File: config.mk
export PLATFORM = sky130hd
export DESIGN_NAME = set_host_flat
export DESIGN_NICKNAME = d
export VERILOG_FILES = /design/src/rtl/set_pkg.sv /design/src/rtl/set_host_if.sv /design/src/rtl/set_cmd_fifo.sv /design/src/rtl/set_host.sv /design/src/flat_wrapper.sv
export SDC_FILE = /design/constraint.sdc
export NUM_CORES = 1
export LEC_CHECK = 0
export ABC_AREA = 0
export BUFFER_PORTS_ARGS = -buffer_cell sky130_fd_sc_hd__buf_2
export CORE_UTILIZATION = 55
export DETAILED_ROUTE_END_ITERATION = 10
export PLACE_DENSITY = 0.79
export SETUP_SLACK_MARGIN = 0.02
export SYNTH_ARGS = -nofsm -noshare
export SYNTH_HDL_FRONTEND = slang
export SYNTH_SLANG_ARGS = --single-unit
File: constraint.sdc
create_clock -name clk -period 6.5 [get_ports clk]
set_input_delay 0.325 -clock clk [delete_from_list [all_inputs] [get_ports clk]]
set_output_delay 0.325 -clock clk [all_outputs]
set_load 0.005 [all_outputs]
File: src/rtl/set_pkg.sv
// set_pkg: definitions shared by the set_host slice.
// Contents: FSM state enum, command mode encodings, field-slice constants for
// the central/radius words, the queued command record and a field extractor.
package set_pkg;

   typedef enum logic [1:0] {StIdle, StIssue, StWait, StOut} state_e;

   localparam logic [1:0] MODE_A   = 2'd0;  // A only
   localparam logic [1:0] MODE_AND = 2'd1;  // A and B
   localparam logic [1:0] MODE_XOR = 2'd2;  // A xor B
   localparam logic [1:0] MODE_ILL = 2'd3;  // rejected without starting the engine

   localparam int unsigned FLD_W = 4;

   // LSB positions of each 4-bit field inside the 24-bit central word
   localparam int unsigned CEN_AX_LSB = 20;
   localparam int unsigned CEN_AY_LSB = 16;
   localparam int unsigned CEN_BX_LSB = 12;
   localparam int unsigned CEN_BY_LSB = 8;

   // LSB positions of each 4-bit field inside the 12-bit radius word
   localparam int unsigned RAD_RA_LSB = 8;
   localparam int unsigned RAD_RB_LSB = 4;

   localparam int unsigned CMD_W = 42;

   typedef struct packed {
      logic [23:0] central;
      logic [11:0] radius;
      logic [1:0]  mode;
      logic [3:0]  tag;
   } cmd_t;

   // Pull one 4-bit field out of a word (radius words are zero-extended to 24 bits)
   function automatic logic [FLD_W-1:0] fld(input logic [23:0] word, input int unsigned lsb);
      return word[lsb +: FLD_W];
   endfunction

endpackage

File: src/rtl/set_host_if.sv
// set_host_if: command, engine and result buses of set_host.
// master: the set_host view (accepts commands, drives the engine, presents results).
// slave:  the environment view (command source, SET engine and result sink).
//   cmd_valid/cmd_ready, cmd_central[24], cmd_radius[12], cmd_mode[2]
//   set_en, set_central[24], set_radius[12], set_mode[2], set_busy, set_valid, set_candidate[8]
//   res_valid/res_ready, res_candidate[8], res_mode[2], res_tag[4], res_err
interface set_host_if;

   logic        cmd_valid;
   logic        cmd_ready;
   logic [23:0] cmd_central;
   logic [11:0] cmd_radius;
   logic [1:0]  cmd_mode;

   logic        set_en;
   logic [23:0] set_central;
   logic [11:0] set_radius;
   logic [1:0]  set_mode;
   logic        set_busy;
   logic        set_valid;
   logic [7:0]  set_candidate;

   logic        res_valid;
   logic        res_ready;
   logic [7:0]  res_candidate;
   logic [1:0]  res_mode;
   logic [3:0]  res_tag;
   logic        res_err;

   modport master (
      input  cmd_valid, cmd_central, cmd_radius, cmd_mode,
      output cmd_ready,
      output set_en, set_central, set_radius, set_mode,
      input  set_busy, set_valid, set_candidate,
      output res_valid, res_candidate, res_mode, res_tag, res_err,
      input  res_ready
   );

   modport slave (
      output cmd_valid, cmd_central, cmd_radius, cmd_mode,
      input  cmd_ready,
      input  set_en, set_central, set_radius, set_mode,
      output set_busy, set_valid, set_candidate,
      input  res_valid, res_candidate, res_mode, res_tag, res_err,
      output res_ready
   );

endinterface

File: src/rtl/set_cmd_fifo.sv
// set_cmd_fifo: synchronous FIFO holding queued set_host commands.
// Ports: clk, rst (async, active-high), push/wdata, pop/rdata (show-ahead head),
//        full, empty. Push and pop in the same cycle are both honoured.
module set_cmd_fifo #(
   parameter int unsigned DEPTH = 4,
   parameter int unsigned WIDTH = 42
) (
   input  logic             clk,
   input  logic             rst,
   input  logic             push,
   input  logic [WIDTH-1:0] wdata,
   output logic             full,
   input  logic             pop,
   output logic [WIDTH-1:0] rdata,
   output logic             empty
);

   localparam int unsigned AW = $clog2(DEPTH);

   logic [WIDTH-1:0] mem [DEPTH];
   // One extra pointer bit separates full from empty when the indices match
   logic [AW:0]      wptr_q, rptr_q;
   logic             do_push, do_pop;

   assign empty   = (wptr_q == rptr_q);
   assign full    = (wptr_q[AW] != rptr_q[AW]) && (wptr_q[AW-1:0] == rptr_q[AW-1:0]);
   assign do_push = push & ~full;
   assign do_pop  = pop & ~empty;
   assign rdata   = mem[rptr_q[AW-1:0]];

   always_ff @(posedge clk or posedge rst) begin
      if (rst) begin
         wptr_q <= '0;
         rptr_q <= '0;
      end else begin
         if (do_push) wptr_q <= wptr_q + 1'b1;
         if (do_pop)  rptr_q <= rptr_q + 1'b1;
      end
   end

   always_ff @(posedge clk) begin
      if (do_push) mem[wptr_q[AW-1:0]] <= wdata;
   end

endmodule

File: src/rtl/set_host.sv
// set_host: queues lattice-count commands, issues them one at a time to the SET
// engine and returns each count with its echoed mode and sequence tag.
// Ports: clk, rst (async, active-high), bus (set_host_if.master: command push,
//        engine start/done, result handshake).
// Optional: define SET_HOST_TIMEOUT_EN to abort a WAIT that lasts TIMEOUT_CYC
//        cycles with an error result (TIMEOUT_CYC must fit the 8-bit counter).
module set_host
   import set_pkg::*;
#(
   parameter int unsigned CMD_DEPTH   = 4,
   parameter int unsigned TIMEOUT_CYC = 128
) (
   input logic        clk,
   input logic        rst,
   set_host_if.master bus
);

   if (CMD_DEPTH < 2 || (CMD_DEPTH & (CMD_DEPTH - 1)) != 0) begin : g_bad_depth
      $error("CMD_DEPTH must be a power of two and at least 2");
   end
   if (TIMEOUT_CYC < 1 || TIMEOUT_CYC > 255) begin : g_bad_timeout
      $error("TIMEOUT_CYC must be within 1..255");
   end

   logic             rdy_q;
   logic [3:0]       tag_q;
   state_e           state_q, state_d;
   cmd_t             job_q, job_d;
   logic [7:0]       res_cand_q, res_cand_d;
   logic [1:0]       res_mode_q, res_mode_d;
   logic [3:0]       res_tag_q, res_tag_d;
   logic             res_err_q, res_err_d;

   logic             fifo_push, fifo_pop, fifo_full, fifo_empty;
   logic [CMD_W-1:0] fifo_wdata, fifo_rdata;
   cmd_t             head;
   logic             wait_to;

   set_cmd_fifo #(
      .DEPTH (CMD_DEPTH),
      .WIDTH (CMD_W)
   ) u_fifo (
      .clk   (clk),
      .rst   (rst),
      .push  (fifo_push),
      .wdata (fifo_wdata),
      .full  (fifo_full),
      .pop   (fifo_pop),
      .rdata (fifo_rdata),
      .empty (fifo_empty)
   );

   // rdy_q holds cmd_ready low through reset and for the first clock after it
   assign bus.cmd_ready = rdy_q & ~fifo_full;
   assign fifo_push     = bus.cmd_valid & bus.cmd_ready;
   assign fifo_wdata    = {bus.cmd_central, bus.cmd_radius, bus.cmd_mode, tag_q};
   assign head          = cmd_t'(fifo_rdata);

`ifdef SET_HOST_TIMEOUT_EN
   logic [7:0] wait_cnt_q;

   always_ff @(posedge clk or posedge rst) begin
      if (rst)                    wait_cnt_q <= 8'd0;
      else if (state_q == StWait) wait_cnt_q <= wait_cnt_q + 8'd1;
      else                        wait_cnt_q <= 8'd0;
   end

   // Fires in the last of TIMEOUT_CYC consecutive WAIT cycles
   assign wait_to = (state_q == StWait) && (wait_cnt_q == 8'(TIMEOUT_CYC - 1));
`else
   assign wait_to = 1'b0;
`endif

   always_comb begin
      state_d    = state_q;
      job_d      = job_q;
      res_cand_d = res_cand_q;
      res_mode_d = res_mode_q;
      res_tag_d  = res_tag_q;
      res_err_d  = res_err_q;
      fifo_pop   = 1'b0;
      unique case (state_q)
         StIdle: begin
            if (!fifo_empty) begin
               if (head.mode == MODE_ILL) begin
                  fifo_pop   = 1'b1;
                  res_cand_d = 8'd0;
                  res_mode_d = head.mode;
                  res_tag_d  = head.tag;
                  res_err_d  = 1'b1;
                  state_d    = StOut;
               end else if (!bus.set_busy) begin
                  fifo_pop = 1'b1;
                  job_d    = head;
                  state_d  = StIssue;
               end
            end
         end
         StIssue: state_d = StWait;
         StWait: begin
            if (bus.set_valid) begin
               res_cand_d = bus.set_candidate;
               res_mode_d = job_q.mode;
               res_tag_d  = job_q.tag;
               res_err_d  = 1'b0;
               state_d    = StOut;
            end else if (wait_to) begin
               res_cand_d = 8'd0;
               res_mode_d = job_q.mode;
               res_tag_d  = job_q.tag;
               res_err_d  = 1'b1;
               state_d    = StOut;
            end
         end
         StOut: begin
            if (bus.res_ready) state_d = StIdle;
         end
      endcase
   end

   always_ff @(posedge clk or posedge rst) begin
      if (rst) begin
         rdy_q      <= 1'b0;
         tag_q      <= 4'd0;
         state_q    <= StIdle;
         job_q      <= '0;
         res_cand_q <= 8'd0;
         res_mode_q <= 2'd0;
         res_tag_q  <= 4'd0;
         res_err_q  <= 1'b0;
      end else begin
         rdy_q      <= 1'b1;
         if (fifo_push) tag_q <= tag_q + 4'd1;
         state_q    <= state_d;
         job_q      <= job_d;
         res_cand_q <= res_cand_d;
         res_mode_q <= res_mode_d;
         res_tag_q  <= res_tag_d;
         res_err_q  <= res_err_d;
      end
   end

   assign bus.set_en        = (state_q == StIssue);
   assign bus.set_central   = bus.set_en ? job_q.central : 24'd0;
   assign bus.set_radius    = bus.set_en ? job_q.radius  : 12'd0;
   assign bus.set_mode      = bus.set_en ? job_q.mode    : 2'd0;

   assign bus.res_valid     = (state_q == StOut);
   assign bus.res_candidate = res_cand_q;
   assign bus.res_mode      = res_mode_q;
   assign bus.res_tag       = res_tag_q;
   assign bus.res_err       = res_err_q;

endmodule

File: src/flat_wrapper.sv
// flat-port wrapper written by rule: the top's interface ports become plain ports
module set_host_flat import set_pkg::*;
#(
   parameter int unsigned CMD_DEPTH   = 4,
   parameter int unsigned TIMEOUT_CYC = 128
)
  (clk, rst, bus_cmd_valid, bus_cmd_central, bus_cmd_radius, bus_cmd_mode, bus_cmd_ready, bus_set_en, bus_set_central, bus_set_radius, bus_set_mode, bus_set_busy, bus_set_valid, bus_set_candidate, bus_res_valid, bus_res_candidate, bus_res_mode, bus_res_tag, bus_res_err, bus_res_ready);
  set_host_if bus_i ();
  input logic clk;
  input logic rst;
  input wire logic [$bits(bus_i.cmd_valid)-1:0] bus_cmd_valid;
  input wire logic [$bits(bus_i.cmd_central)-1:0] bus_cmd_central;
  input wire logic [$bits(bus_i.cmd_radius)-1:0] bus_cmd_radius;
  input wire logic [$bits(bus_i.cmd_mode)-1:0] bus_cmd_mode;
  output wire logic [$bits(bus_i.cmd_ready)-1:0] bus_cmd_ready;
  output wire logic [$bits(bus_i.set_en)-1:0] bus_set_en;
  output wire logic [$bits(bus_i.set_central)-1:0] bus_set_central;
  output wire logic [$bits(bus_i.set_radius)-1:0] bus_set_radius;
  output wire logic [$bits(bus_i.set_mode)-1:0] bus_set_mode;
  input wire logic [$bits(bus_i.set_busy)-1:0] bus_set_busy;
  input wire logic [$bits(bus_i.set_valid)-1:0] bus_set_valid;
  input wire logic [$bits(bus_i.set_candidate)-1:0] bus_set_candidate;
  output wire logic [$bits(bus_i.res_valid)-1:0] bus_res_valid;
  output wire logic [$bits(bus_i.res_candidate)-1:0] bus_res_candidate;
  output wire logic [$bits(bus_i.res_mode)-1:0] bus_res_mode;
  output wire logic [$bits(bus_i.res_tag)-1:0] bus_res_tag;
  output wire logic [$bits(bus_i.res_err)-1:0] bus_res_err;
  input wire logic [$bits(bus_i.res_ready)-1:0] bus_res_ready;
  assign bus_i.cmd_valid = bus_cmd_valid;
  assign bus_i.cmd_central = bus_cmd_central;
  assign bus_i.cmd_radius = bus_cmd_radius;
  assign bus_i.cmd_mode = bus_cmd_mode;
  assign bus_cmd_ready = bus_i.cmd_ready;
  assign bus_set_en = bus_i.set_en;
  assign bus_set_central = bus_i.set_central;
  assign bus_set_radius = bus_i.set_radius;
  assign bus_set_mode = bus_i.set_mode;
  assign bus_i.set_busy = bus_set_busy;
  assign bus_i.set_valid = bus_set_valid;
  assign bus_i.set_candidate = bus_set_candidate;
  assign bus_res_valid = bus_i.res_valid;
  assign bus_res_candidate = bus_i.res_candidate;
  assign bus_res_mode = bus_i.res_mode;
  assign bus_res_tag = bus_i.res_tag;
  assign bus_res_err = bus_i.res_err;
  assign bus_i.res_ready = bus_res_ready;
  set_host #(.CMD_DEPTH(CMD_DEPTH), .TIMEOUT_CYC(TIMEOUT_CYC)) u_core (.clk(clk), .rst(rst), .bus(bus_i));
endmodule
* After elaboration in Yosys (flattened, before gate mapping)
Memory sizes are Yosys's and may differ from the RTL's.
Cells that the tools add are included.
** Operators by class
- Equality and inequality tests :: 12
- Reduce and logical (&&, ||, !) cells :: 6
- $add $sub $neg :: 3
- Mux-type cells :: 31
- Bitwise gates (word level) :: 8
** Operators by type and width (count)
- two-way mux 24 bit :: 1
- two-way mux 8 bit :: 3
- two-way mux 2 bit :: 9
- one-hot mux 8 bit (2 select lines) :: 1
- two-way mux 12 bit :: 1
- two-way mux 4 bit :: 3
- AND reduction 4 bit :: 3
- two-way mux 1 bit :: 9
- one-hot mux 2 bit (4 select lines) :: 1
- one-hot mux 4 bit (2 select lines) :: 1
- adder 3 x 1 -> 3 bit (second input constant) :: 2
- equality test 2 bit (second input constant) :: 3
- adder 4 x 1 -> 4 bit (second input constant) :: 1
- AND 1 bit :: 4
- != test 2 x 1 -> 1 bit (second input constant) :: 2
- != test 2 bit (second input constant) :: 2
- inverter 1 bit :: 4
- one-hot mux 2 bit (2 select lines) :: 1
- equality test 3 bit :: 1
- != test 3 x 2 -> 1 bit (second input constant) :: 1
- equality test 2 x 1 -> 1 bit (second input constant) :: 1
- equality test 2 bit :: 1
- zero test 2 bit :: 1
- one-hot mux 1 bit (2 select lines) :: 1
- other kinds (3) :: 3
** Word-level totals
- Output and inout port bits :: 56
- RAM bits :: 168
- Memories kept :: 1
- Register bits :: 70
- Word-level logic and storage cells :: 74
** Memory list
- u_core.u_fifo.mem :: depth 4, bits a word 42, read ports 1, clocked after Yosys merged registers in 0, write ports 1, line set_cmd_fifo.sv:20 : logic [WIDTH-1:0] mem [DEPTH];

* Logic depth before layout (Yosys ltp)
- Depth in word-level cells :: 8
- Depth in mapped cells :: 7
- Gate-level depth less buffers :: 6

* By module
A second synthesis with hierarchy kept.
** Unflattened totals
- Cells, all modules :: 498
- Area, all modules :: 9756.9 µm²
** By module, submodules not included
- set_cmd_fifo :: instances 1, cells an instance 269, area an instance 6587.6 µm²
- set_host :: instances 1, cells an instance 229, area an instance 3169.3 µm²

* Worst setup path before layout
OpenSTA, ideal clock, no wires.
- Path kind :: register to register
- From :: register u_core.u_fifo.rptr_q[1]
- To :: memory u_core.u_fifo.mem[0][0] (enable)
- Clock period less this slack :: 2765 ps
- Slack :: 3735 ps
- Path buffers :: 2
- Arrival time :: 2362 ps
- Stages on the path, launching flop included :: 6
- Cell sequence :: dfrtp_1 -> buf_2 -> xor2_1 -> o311a_1 -> clkbuf_1 -> and2_1
** Between the ends
- Word-level cells in the longest chain between the ends :: 8
** Ends and longest elaborated chain
- start, declared :: line set_cmd_fifo.sv:22 : logic [AW:0] wptr_q, rptr_q;
- start signal, assigned :: line set_cmd_fifo.sv:37 : if (do_pop) rptr_q <= rptr_q + 1'b1;
- equality test 2 bit (*) :: line set_cmd_fifo.sv:26 : assign full = (wptr_q[AW] != rptr_q[AW]) && (wptr_q[AW-1:0] == rptr_q[AW-1:0]);
- logical AND 1 bit (*) :: line set_cmd_fifo.sv:26
- inverter 1 bit (*) :: line set_cmd_fifo.sv:27, set_host.sv:54
- AND 1 bit :: line set_host.sv:54 : assign bus.cmd_ready = rdy_q & ~fifo_full;
- AND 1 bit :: line set_host.sv:55 : assign fifo_push = bus.cmd_valid & bus.cmd_ready;
- AND 1 bit (*) :: line set_cmd_fifo.sv:27 : assign do_push = push & ~full;
- two-way mux 1 bit (*) :: line set_cmd_fifo.sv:42 : if (do_push) mem[wptr_q[AW-1:0]] <= wdata;
- two-way mux 1 bit (implied by the code) (*) :: line set_cmd_fifo.sv:42
- end, declared :: line set_cmd_fifo.sv:20
Every way passes the cells marked *; elsewhere a longest branch is shown, timed or not.

* Final worst setup path
- From :: register u_core.u_fifo.rptr_q[1]
- To :: memory u_core.u_fifo.mem[3][16] (enable)
Same word-level chain as after synthesis.

==> results.md <==
- Fin. Hold Viols: 0
- Hold Path Class: in -> reg
- CTS tree: built
- Global-route wire length before repair: 26,000 µm
- Bufs on Longest Clock Path: 3
- Setup bufs post-CTS: 0
- Core Rows: 47
- CTS Sinks: roughly 240
- Cells resized by post-CTS repair: 0
- TNS Setup: 0 ns
- Worst Hold Path EP: u_core.u_fifo.mem[3][5]$_DFFE_PP_
- Hold-fix buffers, CTS: 0
- Worst endpoint required time: between 6 and 7 ns
- YS warnings: 0
- Final Critical Period: 3.42 ns
- Commonest cells in the netlist: edfxtp_1 (168), dfrtp_1 (70), and2_1 (43), mux4_2 (42), mux2_4 (40)
- IO Pins: approximately 110
- Setup crit start: u_core.u_fifo.rptr_q[1]$_DFFE_PP0P_
- Overflow left after global routing: 0
- Post-synthesis register bit count: between 200 and 250
- Lkg Pwr: 4.34 nW
- Netlist Area Pre-Place: approximately 9500 µm²
- Post-synth EDFFs: 168
- Clock H-tree levels: 1
- Hold Crit Depth: 1
- Die ar.: ~18,000 µm²
- Die W: roughly 130 µm
- Initial antenna violation count: 1
- TritonCTS Buffers: 25
- Launch point of the worst reg-to-reg path: u_core.u_fifo.rptr_q[1]$_DFFE_PP0P_
- Pwr Total: about 5.1 mW
- Most frequent cell after synthesis: edfxtp_1
- # DRC: 0
- Via Count: 4,553
- Worst vdd ir: around 0.31 mV
- R2R Path End: u_core.u_fifo.mem[3][16]$_DFFE_PP_
- Post-synth cell types: 29
- Total Wirelength: 16,300 µm
- MaxCap Viol Count: 0
- Synth area leaders: edfxtp_1 (53%), dfrtp_1 (18%), mux4_2 (10%), mux2_4 (6.3%), and2_1 (2.8%)
- Reg2Reg Depth: 3
- Multi-input logic area: around 2500 µm²
- Crit Path Max Fanout: 45
- First-pass DRT Iterations: 4
- # diodes: 0
- Setup crit end kind: flop
- Core area: 16,700 µm²
- Actual slew at the worst max-slew pin: between 1 and 1.5 ns
- Largest area contributor in the netlist: edfxtp_1
- Detailed placer's ending HPWL: approximately 9700 µm
- Layout Skew: roughly 0.014 ns
- Area share of the largest cell type after synthesis: a little over half
- Via/cell ratio: around 5.4
- RSZ-0062 raised after global routing: false
- Wirelength per Cell: slightly below 20 µm
- Rel. slew slack: between 20% and 30%
- FF/Latch Area: approximately 6800 µm²
- Clk pin slew, worst setup/hold paths: around 0.060 ns
- Fin Hold WS: 0.0275 ns
- Period utilization: 52.6%
- PortBufs: 107
- Syn_area_per_cell: 19.3 µm²
- Final GP Congestion: ~0.78
- DIE HEIGHT: 133 µm
- Predominant post-synthesis flop cell: edfxtp_1
- Fillers: about 1,100
- Pin count of the biggest net entering global routing: a little over 70
- Layout cell share with drive strength beyond 1: 39.3%
- Gr usage total: around a fifth
- Run status: complete, no violations
- CTS root buf: clkbuf_16
- Hold path start: bus_cmd_mode[1]
- Critical path class: reg -> reg
- Post-Place Cell Area: approximately 10,000 µm²
- Area growth syn-to-layout: 15.4%
- Total Nets Final: 667
- Post-DRT Antenna Nets: 0
- Post-route cell area: between 10,000 and 15,000 µm²
- Clk_lat worst skew: 0.51 ns
- Fin. max-slew vios: 0
- Initial core utilization: ~57%
- Syn Inst Count: just under 500
- Pwr/cell area: 461 nW/µm²
- DRT iter0 DRCs: between 150 and 200
- Startpoint type of the worst setup path: flop
- Setup-failing EPs final: 0
- Fmax: around 0.3 GHz
- CP arrival: roughly 3.5 ns
- Syn nets: 554
- Vias in the first global route: around 4,900
- Sequential element share of the synthesized area: 71.6%
- FFs w/ async S/R, synth: between 20 and 30%
- Slack of the worst reg-to-reg path: around 3.1 ns
-- worst max-delay path: stages (launching register included) --
cell and delay, ns:
dfrtp_2 1.07, xor2_1 0.42, o311a_1 0.48, and2_2 1.01
-- final cells by class --
type	instances	area share [%]
Sequential cell	238	62.1
Multi-Input combinational cell	214	23.0
Clock buffer	40	6.50
Timing Repair Buffer	109	5.02
Tap cell	220	2.51
Inverter	16	0.559
Clock inverter	6	0.388
-- logic make-up after synthesis --
group | share of synthesized area, %
flops | 71.6
mux | 18.9
simple gates | 4.24
buf+inv | 2.06
fa+ha+maj | 1.45
xor+xnor | 1.01
compound gates | 0.777
other cells | 0.0395
-- sequential cells by signal, indices dropped and copies added, names as in the netlist --
| signal | flops |
|---|---|
| u_core.state_q | 2 |
| u_core.rdy_q | 1 |
| u_core.bus.res_err | 1 |
| u_core.u_fifo.rptr_q | 3 |
| u_core.u_fifo.wptr_q | 3 |
| u_core.u_fifo.mem | 168 |
| u_core.bus.res_candidate | 8 |
| u_core.bus.res_mode | 2 |
| u_core.job_q | 42 |
| u_core.bus.res_tag | 4 |
| u_core.tag_q | 4 |
-- how the worst max path moves through the flow --
stage | end | slack (ns) | cells after the start
floorplan | u_core.u_fifo.mem[0][0]$_DFFE_PP_ | 3.74 | 5
global placement | u_core.u_fifo.mem[1][38]$_DFFE_PP_ | 3.23 | 3
detailed placement | u_core.u_fifo.mem[3][38]$_DFFE_PP_ | 3.09 | 3
CTS | u_core.u_fifo.mem[3][22]$_DFFE_PP_ | 3.03 | 3
global route | u_core.u_fifo.mem[3][22]$_DFFE_PP_ | 2.83 | 3
finish | u_core.u_fifo.mem[3][16]$_DFFE_PP_ | 3.08 | 3
-- where the power goes --
part	total, mW	leakage [nW]	internal (mW)	switching (mW)
logic	1.44	1.61	0.849	0.595
clock network	1.30	0.366	0.753	0.544
registers	2.31	2.37	2.01	0.304
-- through the flow --
step	instances	utilization (%)	setup slack [ns]
floorplan	491	-	3.74
global placement	797	61.1	3.23
detailed placement	797	61.1	3.09
CTS	843	65.6	3.03
global route	843	65.6	2.83
finish	843	65.6	3.08
-- layer usage --
metal / track usage, % / routed length (µm) / up-vias
li1: - / - / 2076
met1: 26.0 / 7020 / 2325
met2: 32.2 / 8210 / 121
met3: 3.81 / 765 / 29
met4: 4.48 / 310 / 2
met5: 0 / 10 / -
-- cells in the final DEF (no fill, tap or decap), types with 2 or more instances in the layout --
master     count
buf_4          2
mux2i_1       12
nand2_1       29
and2_2         4
mux2_2        11
xnor2_1        4
xor2_1         7
clkbuf_16     25
clkinv_2       4
a21oi_1        2
inv_1         15
mux4_2        42
buf_2        107
and2_1        39
edfxtp_1     168
dfrtp_1       68
ha_1          10
clkbuf_1      12
clkbuf_8       3
mux2_4        40
Note: power is estimated with default switching activity, not from simulation.
